`config.mk`:
```
export PLATFORM = sky130hd
export DESIGN_NAME = icache_refill_ctrl
export DESIGN_NICKNAME = d
export VERILOG_FILES = /design/src/rtl/icache_pkg.sv /design/src/rtl/refill_beat_counter.sv /design/src/rtl/icache_refill_ctrl.sv
export SDC_FILE = /design/constraint.sdc
export NUM_CORES = 1
export LEC_CHECK = 0
export ABC_AREA = 1
export CAP_MARGIN = 5
export CORE_ASPECT_RATIO = 1.5
export CORE_UTILIZATION = 35
export DETAILED_ROUTE_END_ITERATION = 10
export PLACE_DENSITY_LB_ADDON = 0.15
export SETUP_SLACK_MARGIN = 0.02
export SLEW_MARGIN = 0
export SYNTH_ARGS = -nofsm -noshare
export SYNTH_HDL_FRONTEND = slang
export SYNTH_SLANG_ARGS = --single-unit
```
`constraint.sdc`:
```
create_clock -name clk -period 3.8 [get_ports clk]
set_input_delay 0.95 -clock clk [delete_from_list [all_inputs] [get_ports clk]]
set_output_delay 0.95 -clock clk [all_outputs]
set_load 0.01 [all_outputs]
```
`src/rtl/icache_pkg.sv`:
```
// Shared instruction-cache definitions: refill FSM states, line geometry and a line-align helper.
package icache_pkg;

    typedef enum logic [1:0] {
        IDLE = 2'd0,
        REQ  = 2'd1,
        FILL = 2'd2,
        DONE = 2'd3
    } refill_state_e;

    localparam int ICACHE_ADDR_W     = 32;
    localparam int ICACHE_DATA_W     = 32;
    localparam int ICACHE_LINE_WORDS = 4;
    localparam int ICACHE_IDX_W      = $clog2(ICACHE_LINE_WORDS);
    localparam int ICACHE_OFF_W      = $clog2(ICACHE_LINE_WORDS * ICACHE_DATA_W / 8);

    // Clear the byte-offset bits so the address points at the first word of its line.
    function automatic logic [ICACHE_ADDR_W-1:0] line_align(input logic [ICACHE_ADDR_W-1:0] addr);
        return addr & {{(ICACHE_ADDR_W-ICACHE_OFF_W){1'b1}}, {ICACHE_OFF_W{1'b0}}};
    endfunction

endpackage

```
`src/rtl/refill_beat_counter.sv`:
```
// Counts response beats within a line refill; wraps naturally at LINE_WORDS (power of 2).
module refill_beat_counter
    import icache_pkg::*;
#(
    parameter int LINE_WORDS = ICACHE_LINE_WORDS
) (
    input  logic                          clk,
    input  logic                          reset_n,
    input  logic                          clr,
    input  logic                          inc,
    output logic [$clog2(LINE_WORDS)-1:0] cnt,
    output logic                          last
);
    localparam int IDX_W = $clog2(LINE_WORDS);

    logic [IDX_W-1:0] cnt_q, cnt_d;

    always_ff @(posedge clk or negedge reset_n) begin
        if (!reset_n) cnt_q <= '0;
        else          cnt_q <= cnt_d;
    end

    always_comb begin
        cnt_d = cnt_q;
        if (clr)      cnt_d = '0;
        else if (inc) cnt_d = cnt_q + 1'b1;
    end

    assign cnt  = cnt_q;
    assign last = (cnt_q == IDX_W'(LINE_WORDS - 1));

endmodule

```
`src/rtl/icache_refill_ctrl.sv`:
```
// I-cache miss/refill controller: detects a fetch miss, reads one line from memory beat by beat,
// writes it into the data array, then writes tag/valid and releases the front-end stall.
module icache_refill_ctrl
    import icache_pkg::*;
#(
    parameter int ADDR_W     = 32,
    parameter int DATA_W     = 32,
    parameter int LINE_WORDS = 4
) (
    input  logic                          clk,
    input  logic                          reset_n,
    input  logic                          LookupF,
    input  logic                          HitF,
    input  logic [ADDR_W-1:0]             PCF,
    output logic                          InstrMissF,
    output logic                          InstrCacheRepActive,
    output logic                          MemReqValid,
    input  logic                          MemReqReady,
    output logic [ADDR_W-1:0]             MemReqAddr,
    input  logic                          MemRespValid,
    input  logic [DATA_W-1:0]             MemRespData,
    output logic                          LineWrEn,
    output logic [$clog2(LINE_WORDS)-1:0] LineWrIdx,
    output logic [DATA_W-1:0]             LineWrData,
    output logic                          TagWrEn,
    output logic [ADDR_W-1:0]             RefillAddr
);
    localparam int IDX_W = $clog2(LINE_WORDS);
    localparam int OFF_W = $clog2(LINE_WORDS * DATA_W / 8);
    localparam logic [ADDR_W-1:0] LINE_MASK = {{(ADDR_W-OFF_W){1'b1}}, {OFF_W{1'b0}}};

    refill_state_e     state_q, state_d;
    logic [ADDR_W-1:0] addr_q, addr_d;
    logic [IDX_W-1:0]  beat_cnt;
    logic              beat_last;
    logic              miss_lookup;

    assign miss_lookup = LookupF & ~HitF;

    always_ff @(posedge clk or negedge reset_n) begin
        if (!reset_n) begin
            state_q <= IDLE;
            addr_q  <= '0;
        end else begin
            state_q <= state_d;
            addr_q  <= addr_d;
        end
    end

    // Address is captured only when leaving IDLE; redirects during a refill cannot move it.
    always_comb begin
        state_d = state_q;
        addr_d  = addr_q;
        unique case (state_q)
            IDLE: if (miss_lookup) begin
                state_d = REQ;
                addr_d  = PCF & LINE_MASK;
            end
            REQ:  if (MemReqReady) state_d = FILL;
            FILL: if (MemRespValid && beat_last) state_d = DONE;
            DONE: state_d = IDLE;
            default: state_d = IDLE;
        endcase
    end

    always_comb begin
        InstrMissF          = 1'b0;
        InstrCacheRepActive = 1'b0;
        MemReqValid         = 1'b0;
        LineWrEn            = 1'b0;
        TagWrEn             = 1'b0;
        unique case (state_q)
            IDLE: InstrMissF = miss_lookup & reset_n;
            REQ: begin
                InstrMissF          = 1'b1;
                InstrCacheRepActive = 1'b1;
                MemReqValid         = 1'b1;
            end
            FILL: begin
                InstrMissF          = 1'b1;
                InstrCacheRepActive = 1'b1;
                LineWrEn            = MemRespValid;
            end
            DONE: begin
                InstrMissF          = 1'b1;
                InstrCacheRepActive = 1'b1;
                TagWrEn             = 1'b1;
            end
            default: ;
        endcase
    end

    refill_beat_counter #(.LINE_WORDS(LINE_WORDS)) u_beat_cnt (
        .clk     (clk),
        .reset_n (reset_n),
        .clr     ((state_q == REQ) && MemReqReady),
        .inc     ((state_q == FILL) && MemRespValid),
        .cnt     (beat_cnt),
        .last    (beat_last)
    );

    assign MemReqAddr = addr_q;
    assign RefillAddr = addr_q;
    assign LineWrIdx  = beat_cnt;
    assign LineWrData = LineWrEn ? MemRespData : '0;

endmodule

```
Yosys cells after proc, flatten, opt, wreduce, memory -nomap -nowiden
Index checks and enable logic that the tools add are counted.
{"block": "word_totals", "ff_bits": 32, "latch_bits": 0, "ramBits": 0, "mem_bits_ro": 0, "input_bits": 70, "output_inout_bits": 103, "word_cells": 34, "n_memories": 0}
{"block": "op_classes", "addsub": 1, "multipliers": 0, "div": 0, "n_lt_le_gt_ge": 0, "eq_ne": 7, "n_shift": 0, "n_mux": 12, "n_bitwise": 3, "n_reduce_logical": 8}
{"operator": "$mux W32", "count": 1}
{"operator": "$mux W2", "count": 5}
{"operator": "$pmux W2 S4", "count": 1}
{"operator": "$eq A2 B2 Y1 const B", "count": 3}
{"operator": "$ne A2 B2 Y1 const B", "count": 3}
{"operator": "$mux W1", "count": 4}
{"operator": "$logic_and A1 B1 Y1", "count": 3}
{"operator": "$reduce_and A3 Y1", "count": 1}
{"operator": "$reduce_or A3 Y1", "count": 1}
{"operator": "$add A2 B1 Y2 const B", "count": 1}
{"operator": "$and A1 B1 Y1", "count": 2}
{"operator": "$eq A2 B1 Y1 const B", "count": 1}
{"operator": "$logic_not A2 Y1", "count": 1}
{"operator": "$pmux W1 S2", "count": 1}
{"operator": "$reduce_and A2 Y1", "count": 1}
{"operator": "$reduce_bool A2 Y1", "count": 1}
{"operator": "$not A1 Y1", "count": 1}

Longest topological paths before layout
{"block": "logic_depth", "depth_word": 4, "mapped_depth": 7, "ltp_nobuf": 6}

Modules after synthesis
Synthesis repeated with hierarchy kept, for this count alone.
{"block": "hier_totals", "cells_unflattened": 267, "area_unflattened_um2": 2035.7}
{"module": "icache_refill_ctrl", "n_inst": 1, "cells_each": 255, "area_per_inst_um2": 1938.1, "seq_area_each_um2": 750.7}
{"module": "refill_beat_counter", "n_inst": 1, "cells_each": 12, "area_per_inst_um2": 97.6, "seq_area_each_um2": 50.0}

Worst setup path after synthesis
Ideal clock, no wire load.
{"block": "synth_path", "path_kind": "input to output", "startpoint": "input MemRespValid", "endpoint": "output LineWrData[0]", "arrival_ns": 1.424, "required_ns": 2.850, "path_slack_ns": 1.426, "path_stages": 3, "path_buffers": 1, "cell_sequence": "nand2_1 -> buf_2 -> nor2_1"}
{"block": "synth_between", "elab_chain_len": 2}
{"element": "from (decl)", "line_no": "icache_refill_ctrl.sv:20", "rtl": "input logic MemRespValid,"}
{"element": "$mux W1", "line_no": "icache_refill_ctrl.sv:72", "rtl": "unique case (state_q)"}
{"element": "$mux W32", "line_no": "icache_refill_ctrl.sv:105", "rtl": "assign LineWrData = LineWrEn ? MemRespData : '0;"}
{"element": "to (decl)", "line_no": "icache_refill_ctrl.sv:24", "rtl": "output logic [DATA_W-1:0] LineWrData,"}
No other way between the ends.

Worst setup path in the final report
{"block": "layout_path", "startpoint": "input MemRespValid", "endpoint": "output LineWrData[23]"}
Same word-level chain as after synthesis.

==> results by stage <==
Outcome:
- The flow ran to the end, and the final reports show no timing, DRC or antenna violations.

Die:
- The floorplan has 33 rows.
- The area of the die is 6050 um^2.
- The floorplan step set the die width to 63.8 um.
- The vertical die dimension is 94.7 um.
- The floorplan core area is approximately 5500 um^2.
- The initial core utilization is 36.5%.
- The I/O pin count is 173.

CTS:
- In this run the number of H-tree levels came out at 2.
- The number of buffers created by CTS is 5.
- The total clock sinks is 32.
- The clock tree root buffer cell is clkbuf_8.
- The maximum count of clock buffers along a single path is 2.
- The number of gates given a new drive strength after cts is 0.
- The TritonCTS clock tree is yes.
- For the worst-skew pair, the clock arrives at the later sink with an insertion delay of 280 ps.
- The clock transition time at the flip-flop clock pins of the worst setup and hold paths is 60 ps.
- Post-CTS timing repair inserted 0 buffers for setup.
- In this run, post-CTS hold repair placed 0 buffers.

Synth:
- The register area share after synthesis is 39.9%.
- A synthesized cell averages 7.69 um^2.
- After synthesis the netlist holds a flip-flop and latch count of 32.
- The combined area of all synthesized cells is 2010 um^2.
- After technology mapping, the gate count stands at roughly 260.
- The number of distinct standard cells referenced by the synthesized netlist is 16.
- The count of yosys warnings during synthesis is 0.

Place:
- The number of input and output port buffers inserted is 160.
- The standard cell area after detailed placement is 3410 um^2.
- Including well taps, the total number of placed cells is 457.
- The congestion estimate from routability-driven global placement came to 0.721.
- The placed wire-length estimate after detailed placement is 4.11 mm.
- The pre-CTS worst setup slack is 434 ps.

Final layout:
- The number of fillers in the final layout is 482.
- The share of cells above drive strength 1 is 8.35%.
- From synthesis to final layout, the design area changed by 76.2%.
- Leaving out fill and tap cells, the most frequent cell in the layout is clkdlybuf4s50_1.
- The total inserted antenna cells is 0.
- The count of cells in the finished layout, fillers not included, comes to 465.
- The summed area of non-filler cells in the final layout is 3540 um^2.
- In the final design database the tool counted 469 nets.
- Leaving out fill and tap cells, the most frequent cells in the layout are clkdlybuf4s50_1, inv_1, nand2_1.
- The utilization after layout is 64.4%.

Drt:
- The DRC violation count after routing is 0.
- The number of vias per cell is approximately 4.1.
- The initial DRC count is 52.
- The pre-antenna-repair detailed-routing pass consisted of 4 iterations.
- The post-detailed-route count of antenna-violating nets is 0.
- The via count is 1,903.
- For this block, the routed nets add up to 5.10 mm of wire.
- Dividing the detail-routed wire length by the instance count gives ~11 um.

Power:
- Dividing total power by cell area gives a power density of between 600 and 700 nW/um^2.
- The leakage power is roughly 1.8 nW.
- The fraction of power spent switching nets is 35.0%.
- Of the total power, the clock network draws between 10% and 20%.
- The switching power of the nets is around 0.8 mW.
- IR analysis of the VDD net gives a maximum drop of 0.500 mV.
- The fraction of power consumed by combinational cells is 57.9%.
- The internal power of the cells totals 1.53 mW.
- The proportion of power drawn by flip-flops and latches is 27.0%.

GRT:
- The final global-route overflow total is 0.
- The via count of the first global-routing pass is 1,760.
- The global-route usage over all layers is between 10% and 20%.
- Entering global routing, the biggest net connects 37 pins.
- The number of antenna violations at the first check in global routing is 0.
- The first-pass GRT wire length is 7.84 mm.

STA:
- The final hold violation count is 0.
- The worst slew margin relative to its limit is 57.2%.
- In the final timing run, aggregate negative setup slack is 0 ps.
- For the pin with the worst max-slew slack, the measured transition is 642 ps.
- The max-slew violation count is 0.
- Across the routed clock network, the largest skew measured is between 4 and 5 ps.
- For the finished layout, the period the worst path requires is 3370 ps.
- The highest achievable clock rate is 297 MHz.
- Setup violations remaining at the end of the flow were counted as 0.
- In the finished design, the share of the clock period the worst path needs comes to approximately nine tenths.
- Setup repair after global routing left no endpoint under its margin.
- Setup slack on the critical path of the routed design comes to 429 ps.

Run:
- Across the run, the number of max-cap violations was 0.

Setup path:
- STA classifies the critical path endpoint as an output port.
- The kind of critical path is input port to output port.
- STA classifies the critical path startpoint as an input port.
- For the worst setup path, the data required time is approximately 2900 ps.
- The largest fanout of any net on the critical path is 36.
- The arrival time of the worst setup path is 2420 ps.

Worst hold path:
- The path category of the worst min-delay check is register to register.
[area by class of cell]
class	instances	area (um^2)	area share, %
Timing Repair Buffer	164	1630	46.1
Clock inverter	1	30.0	0.849
Sequential cell	32	801	22.6
Multi-Input combinational cell	123	636	18.0
Tap cell	70	87.6	2.48
Inverter	68	255	7.22
Clock buffer	7	96.3	2.72
[per-layer routing]
| metal | vias up | GRT usage (%) | wire length, um |
|---|---|---|---|
| met5 | - | 0 | 0 |
| met4 | 0 | 7.39 | 61 |
| met3 | 4 | 6.52 | 649 |
| met2 | 116 | 32.4 | 2590 |
| met1 | 814 | 16.1 | 1800 |
| li1 | 969 | - | - |
[flip-flops by register name (all words and copies together), names as in the netlist]
register	count
u_beat_cnt.cnt	2
state_q	2
MemReqAddr	28
[critical path: stages]
cell and delay (ps):
clkdlybuf4s50_1 470, nand2_1 50, buf_4 230, nor2_1 160, clkdlybuf4s50_1 550
[per-stage QoR]
step / hold slack (ps) / total power, mW
global placement: 491 / 1.99
global route: 546 / 2.52
CTS: 520 / 2.39
detailed placement: 502 / 2.02
floorplan: 491 / 1.37
finish: 511 / 2.35
[power groups by stage]
stage | registers [mW] | clock network [mW] | logic (mW)
after floorplan | 0.690 | 0 | 0.679
after global placement | 0.640 | 0 | 1.35
after detailed placement | 0.644 | 0 | 1.38
after CTS | 0.641 | 0.367 | 1.38
after global routing | 0.662 | 0.381 | 1.48
final | 0.636 | 0.356 | 1.36
[worst paths after layout]
check | from | end | slack (ps) | depth (start not counted)
min in group asynchronous | reset_n | MemReqAddr[5] | 1100 | 2
setup reg to reg | state_q[0] | MemReqAddr[21] | 1840 | 6
hold / removal | MemReqAddr[4] | MemReqAddr[4] | 510 | 2
setup / recovery | MemRespValid | LineWrData[23] | 430 | 5
max in group asynchronous | reset_n | MemReqAddr[23] | 2400 | 2
hold reg to reg | MemReqAddr[4] | MemReqAddr[4] | 510 | 2
[cells in the mapped netlist (all sizes together)]
cell type	number	area [um^2]
a21oi	1	5.00
buf	45	347
conb	1	3.75
dfrtp	32	801
ha	5	62.6
inv	68	255
nand2	40	150
nand3	2	10.0
nand4	2	12.5
nor2	34	128
o21a	1	7.51
o21ai	30	225
[cell families after synthesis]
kind of cell	count (synthesis)	synth area share, %
AO/OA/AOI/OAI	32	11.8
adder cells (fa/ha/maj)	5	3.12
buffers and inverters	113	30.0
flip-flops	32	39.9
other	1	0.187
AND/OR/NAND/NOR	78	15.0
No activity file was read; power rests on OpenSTA's default activity.
